==> config.mk <==
export PLATFORM = sky130hd
export DESIGN_NAME = yapp_tx
export DESIGN_NICKNAME = d
export VERILOG_FILES = /design/src/rtl/yapp_tx.sv
export SDC_FILE = /design/constraint.sdc
export NUM_CORES = 1
export LEC_CHECK = 0
export ABC_AREA = 1
export ABC_CLOCK_PERIOD_IN_PS = 3900
export CORE_AREA = 2 2 268 204
export CTS_BUF_LIST = sky130_fd_sc_hd__clkbuf_4
export CTS_CLUSTER_DIAMETER = 120
export DETAILED_ROUTE_END_ITERATION = 7
export DIE_AREA = 0 0 270 206
export HOLD_SLACK_MARGIN = 0.05
export PLACE_DENSITY = 0.6
export SLEW_MARGIN = 40
export SYNTH_ARGS = -nofsm -noshare
export SYNTH_HDL_FRONTEND = slang
export SYNTH_SLANG_ARGS = --single-unit
==> constraint.sdc <==
create_clock -name clock -period 3.9 [get_ports clock]
set_input_delay 0.39 -clock clock [delete_from_list [all_inputs] [get_ports clock]]
set_output_delay 0.39 -clock clock [all_outputs]
set_load 0.005 [all_outputs]
==> src/rtl/yapp_tx.sv <==
// YAPP packet transmitter: buffers one upstream packet, appends XOR parity and
// streams it to the router's YAPP input. Optional YAPP_TX_BAD_PARITY_EN adds force_bad_parity.
module yapp_tx #(
    parameter int GAP_CYCLES = 1,
    parameter int PKT_CNT_W  = 16
) (
    input  logic                 clock,
    input  logic                 reset,
    input  logic [7:0]           s_data,
    input  logic                 s_valid,
    output logic                 s_ready,
    output logic [7:0]           in_data,
    output logic                 in_data_vld,
    input  logic                 in_suspend,
    output logic                 busy,
    output logic                 err_len,
    output logic [PKT_CNT_W-1:0] pkt_count
`ifdef YAPP_TX_BAD_PARITY_EN
    ,
    input  logic                 force_bad_parity
`endif
);

    typedef enum logic [2:0] {
        LOAD_HDR = 3'd0,
        LOAD_PAY = 3'd1,
        SEND_HDR = 3'd2,
        SEND_PAY = 3'd3,
        SEND_PAR = 3'd4,
        GAP      = 3'd5
    } state_t;

    localparam logic [3:0]           GAP_LAST = 4'(GAP_CYCLES - 1);
    localparam logic [PKT_CNT_W-1:0] PKT_ONE  = PKT_CNT_W'(1);

    state_t               state_q;
    logic [7:0]           hdr_q;
    logic [7:0]           par_q;
    logic [7:0]           in_data_q;
    logic                 in_data_vld_q;
    logic                 err_len_q;
    logic [5:0]           cnt_q;
    logic [3:0]           gap_q;
    logic [PKT_CNT_W-1:0] pkt_count_q;
    logic [7:0]           pay_mem_q [0:62];

    logic                 accept_s;
    logic                 xfer_s;
    logic [5:0]           len_s;
    logic [7:0]           par_mask_s;
    logic [7:0]           par_d;

    assign len_s    = hdr_q[7:2];
    assign accept_s = s_valid && s_ready;
    assign xfer_s   = in_data_vld_q && !in_suspend;

`ifdef YAPP_TX_BAD_PARITY_EN
    assign par_mask_s = force_bad_parity ? 8'hFF : 8'h00;
`else
    assign par_mask_s = 8'h00;
`endif
    assign par_d = par_q ^ par_mask_s;

    // s_ready is gated by reset so it is low while reset is held
    assign s_ready     = reset && ((state_q == LOAD_HDR) || (state_q == LOAD_PAY));
    assign busy        = (state_q != LOAD_HDR);
    assign in_data     = in_data_q;
    assign in_data_vld = in_data_vld_q;
    assign err_len     = err_len_q;
    assign pkt_count   = pkt_count_q;

    // Payload buffer write port; contents need no reset
    always_ff @(posedge clock) begin
        if ((state_q == LOAD_PAY) && accept_s) begin
            pay_mem_q[cnt_q] <= s_data;
        end
    end

    // Main FSM with registered YAPP outputs
    always_ff @(posedge clock) begin
        if (!reset) begin
            state_q       <= LOAD_HDR;
            hdr_q         <= 8'h00;
            par_q         <= 8'h00;
            in_data_q     <= 8'h00;
            in_data_vld_q <= 1'b0;
            err_len_q     <= 1'b0;
            cnt_q         <= 6'd0;
            gap_q         <= 4'd0;
            pkt_count_q   <= '0;
        end else begin
            err_len_q <= 1'b0;
            case (state_q)
                LOAD_HDR: begin
                    if (accept_s) begin
                        if (s_data[7:2] == 6'd0) begin
                            err_len_q <= 1'b1;
                        end else begin
                            hdr_q   <= s_data;
                            par_q   <= s_data;
                            cnt_q   <= 6'd0;
                            state_q <= LOAD_PAY;
                        end
                    end
                end
                LOAD_PAY: begin
                    if (accept_s) begin
                        par_q <= par_q ^ s_data;
                        if (cnt_q == (len_s - 6'd1)) begin
                            cnt_q   <= 6'd0;
                            state_q <= SEND_HDR;
                        end else begin
                            cnt_q <= cnt_q + 6'd1;
                        end
                    end
                end
                SEND_HDR: begin
                    in_data_q     <= hdr_q;
                    in_data_vld_q <= 1'b1;
                    cnt_q         <= 6'd0;
                    state_q       <= SEND_PAY;
                end
                SEND_PAY: begin
                    // cnt_q is the index of the next byte to show; cnt_q==len means the last payload byte is on the bus
                    if (xfer_s) begin
                        if (cnt_q == len_s) begin
                            in_data_q <= par_d;
                            state_q   <= SEND_PAR;
                        end else begin
                            in_data_q <= pay_mem_q[cnt_q];
                            cnt_q     <= cnt_q + 6'd1;
                        end
                    end
                end
                SEND_PAR: begin
                    if (xfer_s) begin
                        in_data_q     <= 8'h00;
                        in_data_vld_q <= 1'b0;
                        pkt_count_q   <= pkt_count_q + PKT_ONE;
                        gap_q         <= 4'd0;
                        state_q       <= GAP;
                    end
                end
                GAP: begin
                    if (gap_q == GAP_LAST) begin
                        gap_q   <= 4'd0;
                        state_q <= LOAD_HDR;
                    end else begin
                        gap_q <= gap_q + 4'd1;
                    end
                end
                default: begin
                    in_data_q     <= 8'h00;
                    in_data_vld_q <= 1'b0;
                    state_q       <= LOAD_HDR;
                end
            endcase
        end
    end

endmodule

==> impl_metrics.tcl <==
set metrics [dict create \
    synth_cells 2191 \
    grt_overflow 0 \
    dpl.hpwl_mm 37.3 \
    cts_setup_buffers 0 \
    seqCellArea_um2 16400 \
    clockPowerShare_pct 33.6 \
    yosysWarnings 0 \
    crit_path_cell_trace "inv_2 > nor2_4 > nand2_2 > a21oi_4 > nand2_4 > nor2_2 > nand4_1 > nor2_1" \
    total_power_mw 14.4 \
    wirelength_mm 62.3 \
    worst_slew_pin_slew_ns 0.820 \
    post_drt_wl_per_cell_um 19.9 \
    worstPathArrival_ns 3.48 \
    cts_buffer_depth 3 \
    vias 16800 \
    ys_seq_area_share_pct 69.3 \
    cts_tree "yes" \
    synth_edf_count 504 \
    synth_area_per_cell_um2 10.8 \
    drc 0 \
    root_buffer "clkbuf_4" \
    dr_wl_met3_mm 5.82 \
    status "finished, final reports clean" \
    synthArstFlopShare_pct 0 \
    cts_buffers 140 \
    initialDrtViolationCount 2113 \
    finalMaxSlewViolations 0 \
    min_to "pay_mem_q[42][1]" \
    drtPass1Iterations 5 \
    num_io_pins 40 \
    die_y_um 206 \
    rsz0062_at_grt "no" \
    setup_violations 0 \
    timing_worst_setup_path_type "flop to flop" \
    final_area_um2 26600 \
    synth.distinct_cells 38 \
    ant_nets 0 \
    finalCriticalPeriod_ns 3.03 \
    routed.top_layer "met4" \
    portBuffers 39 \
    fin_setup_tns_ns 0 \
    power_density_nw_per_um2 542 \
    netlist_area_um2 23600 \
    grt_first_pass_wirelength_mm 95.0 \
    synth_seq_cells 565 \
    power_switching_mw 4.43 \
    cp_slowest_stage_delay_ns 0.75 \
    initial_core_util_pct 44.2 \
    fillers 4857 \
    cell_internal_pwr_mw 9.98 \
    area_delta_synth_final_pct 12.6 \
    fin_worst_skew_ns 0.0569 \
    wl_met1_mm 28.4 \
    power_frac_seq_pct 46.7 \
    placed_cells 2886 \
    hold_viol_final 0 \
    cts_sinks 565 \
    crit_required_ns 4.35 \
    place_congestion 0.875 \
    hp-class "input port to flop" \
    core_um2 53400 \
    clkLatencyLatePin_ns 0.87 \
    cap_violations 0 \
    critPathTopFamily "simple AND/OR/NAND/NOR gates" \
    combinationalPowerShare_pct 19.7 \
    rows 74 \
    worst_r2r_endpoint "pay_mem_q[30][2]" \
    max_freq_ghz 0.330 \
    drive_gt1_share_pct 13.2 \
    critical-path-slowest-cell "nor2_1" \
    final_cell_mix "nand2_1, edfxtp_1, nand3_1, clkbuf_4, nor2_1" \
    dpl_cell_area_um2 24800 \
    final_common_cell "nand2_1" \
    met2WireLength_mm 27.0 \
    startpoint_type "flop" \
    timing.rr.start "state_q[0]" \
    die_area_um2 55600 \
    ir_worst_vdd_mv 0.350 \
    critPathCaptureType "flop" \
    cp_max_fo 13 \
    grt_pass1_vias 16100 \
    syn-num-nets 2208 \
    grt_usage_pct 22.5 \
    synthFlopType "edfxtp_1" \
    leakagePower_nw 9.67 \
    r2r_slack_ns 0.87 \
    finalNetCount 2327 \
    viasPerCell 5.37 \
    finalNonFillerCells 3125 \
    ff2ff_path_depth 8 \
    antenna_found_initial 2 \
    slew-limit-headroom_pct 45.4 \
    hold_start "s_data[1]" \
    grt_max_degree 121 \
    h-tree-depth 4 \
    multiInputGateArea_um2 6390 \
    clk_transition_reported_paths_ns 0.08 \
    worst-path-buf-inv 1 \
    fp.dieW_um 270 \
    netSwitchingFraction_pct 30.8 \
    finalCritPeriodShare_pct 77.6 \
    hold_depth 1 \
]
[power groups by stage]
stage / Clock [mW] / Sequential, mW / Combinational, mW
2_1_floorplan: 0 / 6.83 / 1.90
3_3_place_gp: 0 / 6.85 / 2.75
3_5_place_dp: 0 / 6.86 / 2.81
4_1_cts: 4.96 / 6.72 / 2.82
5_1_grt: 5.25 / 6.73 / 3.14
6_report: 4.84 / 6.73 / 2.84
[metrics by stage]
step                      hold WS, ns  setup WS [ns]  utilization (%)
after floorplan                 0.459           1.54                -
after global placement          0.460          0.842             46.3
after detailed placement        0.460          0.755             46.4
after CTS                      0.0511          0.820             49.7
after global routing           0.0632          0.632             49.8
final                           0.123          0.872             49.8
[synth_stat cells, drive strengths merged (2+ instances only)]
cell type	number	area share [%]
a21oi	34	0.77
a22oi	8	0.25
buf	90	1.9
clkbuf	29	0.46
dfxtp	61	5.2
edfxtp	504	64
ha	5	0.27
inv	81	1.3
nand2	714	12
nand3	445	9.5
nand4	8	0.21
nor2	106	1.9
nor3	40	0.87
nor3b	2	0.064
nor4	9	0.27
o21a	2	0.064
o21ai	32	0.68
o22ai	3	0.080
xnor2	4	0.15
xor2	9	0.33
[kinds of logic after synthesis]
family / after synthesis / synth area share (%)
buffers and inverters: 201 / 3.67
AO/OA/AOI/OAI: 81 / 1.90
flip-flops: 565 / 69.3
XOR/XNOR: 13 / 0.482
adder cells (fa/ha/maj): 5 / 0.265
AND/OR/NAND/NOR: 1326 / 24.4
[registers in the layout, summed over array words and instances (netlist names), named ones only]
name,flops
pkt_count,16
par_d,8
in_data,8
state_q,3
hdr_q,8
in_data_vld,1
cnt_q,6
pay_mem_q,504
err_len,1
gap_q,4
[how the worst max path moves through the flow]
stage,from,to,cells after the start
after global routing,state_q[0],pay_mem_q[30][2],8
after floorplan,state_q[0],pay_mem_q[47][0],8
after CTS,state_q[2],pay_mem_q[30][2],7
after global placement,reset,pay_mem_q[30][3],7
final,state_q[0],pay_mem_q[30][2],8
after detailed placement,reset,pay_mem_q[30][7],7
[cell type report]
cell class | instances | area share [%]
Sequential cell | 565 | 61.6
Multi-Input combinational cell | 1425 | 24.0
Clock buffer | 206 | 5.82
Tap cell | 722 | 3.40
Timing Repair Buffer | 96 | 3.37
Inverter | 82 | 1.20
Clock inverter | 27 | 0.593
Antenna cell | 2 | 0.0188
[layer usage]
layer | vias to the layer above | GRT usage (%)
met5 | - | 0
met4 | 0 | 6.92
met3 | 78 | 5.89
met2 | 732 | 32.6
met1 | 8052 | 33.2
li1 | 7916 | -
[timing repair]
item,in CTS,in global routing
endpoints found under the setup margin,0,0
hold buffers,4,0
gates resized for setup,0,0
endpoints found under the hold margin,20,0
No activity file was read; power rests on OpenSTA's default activity.
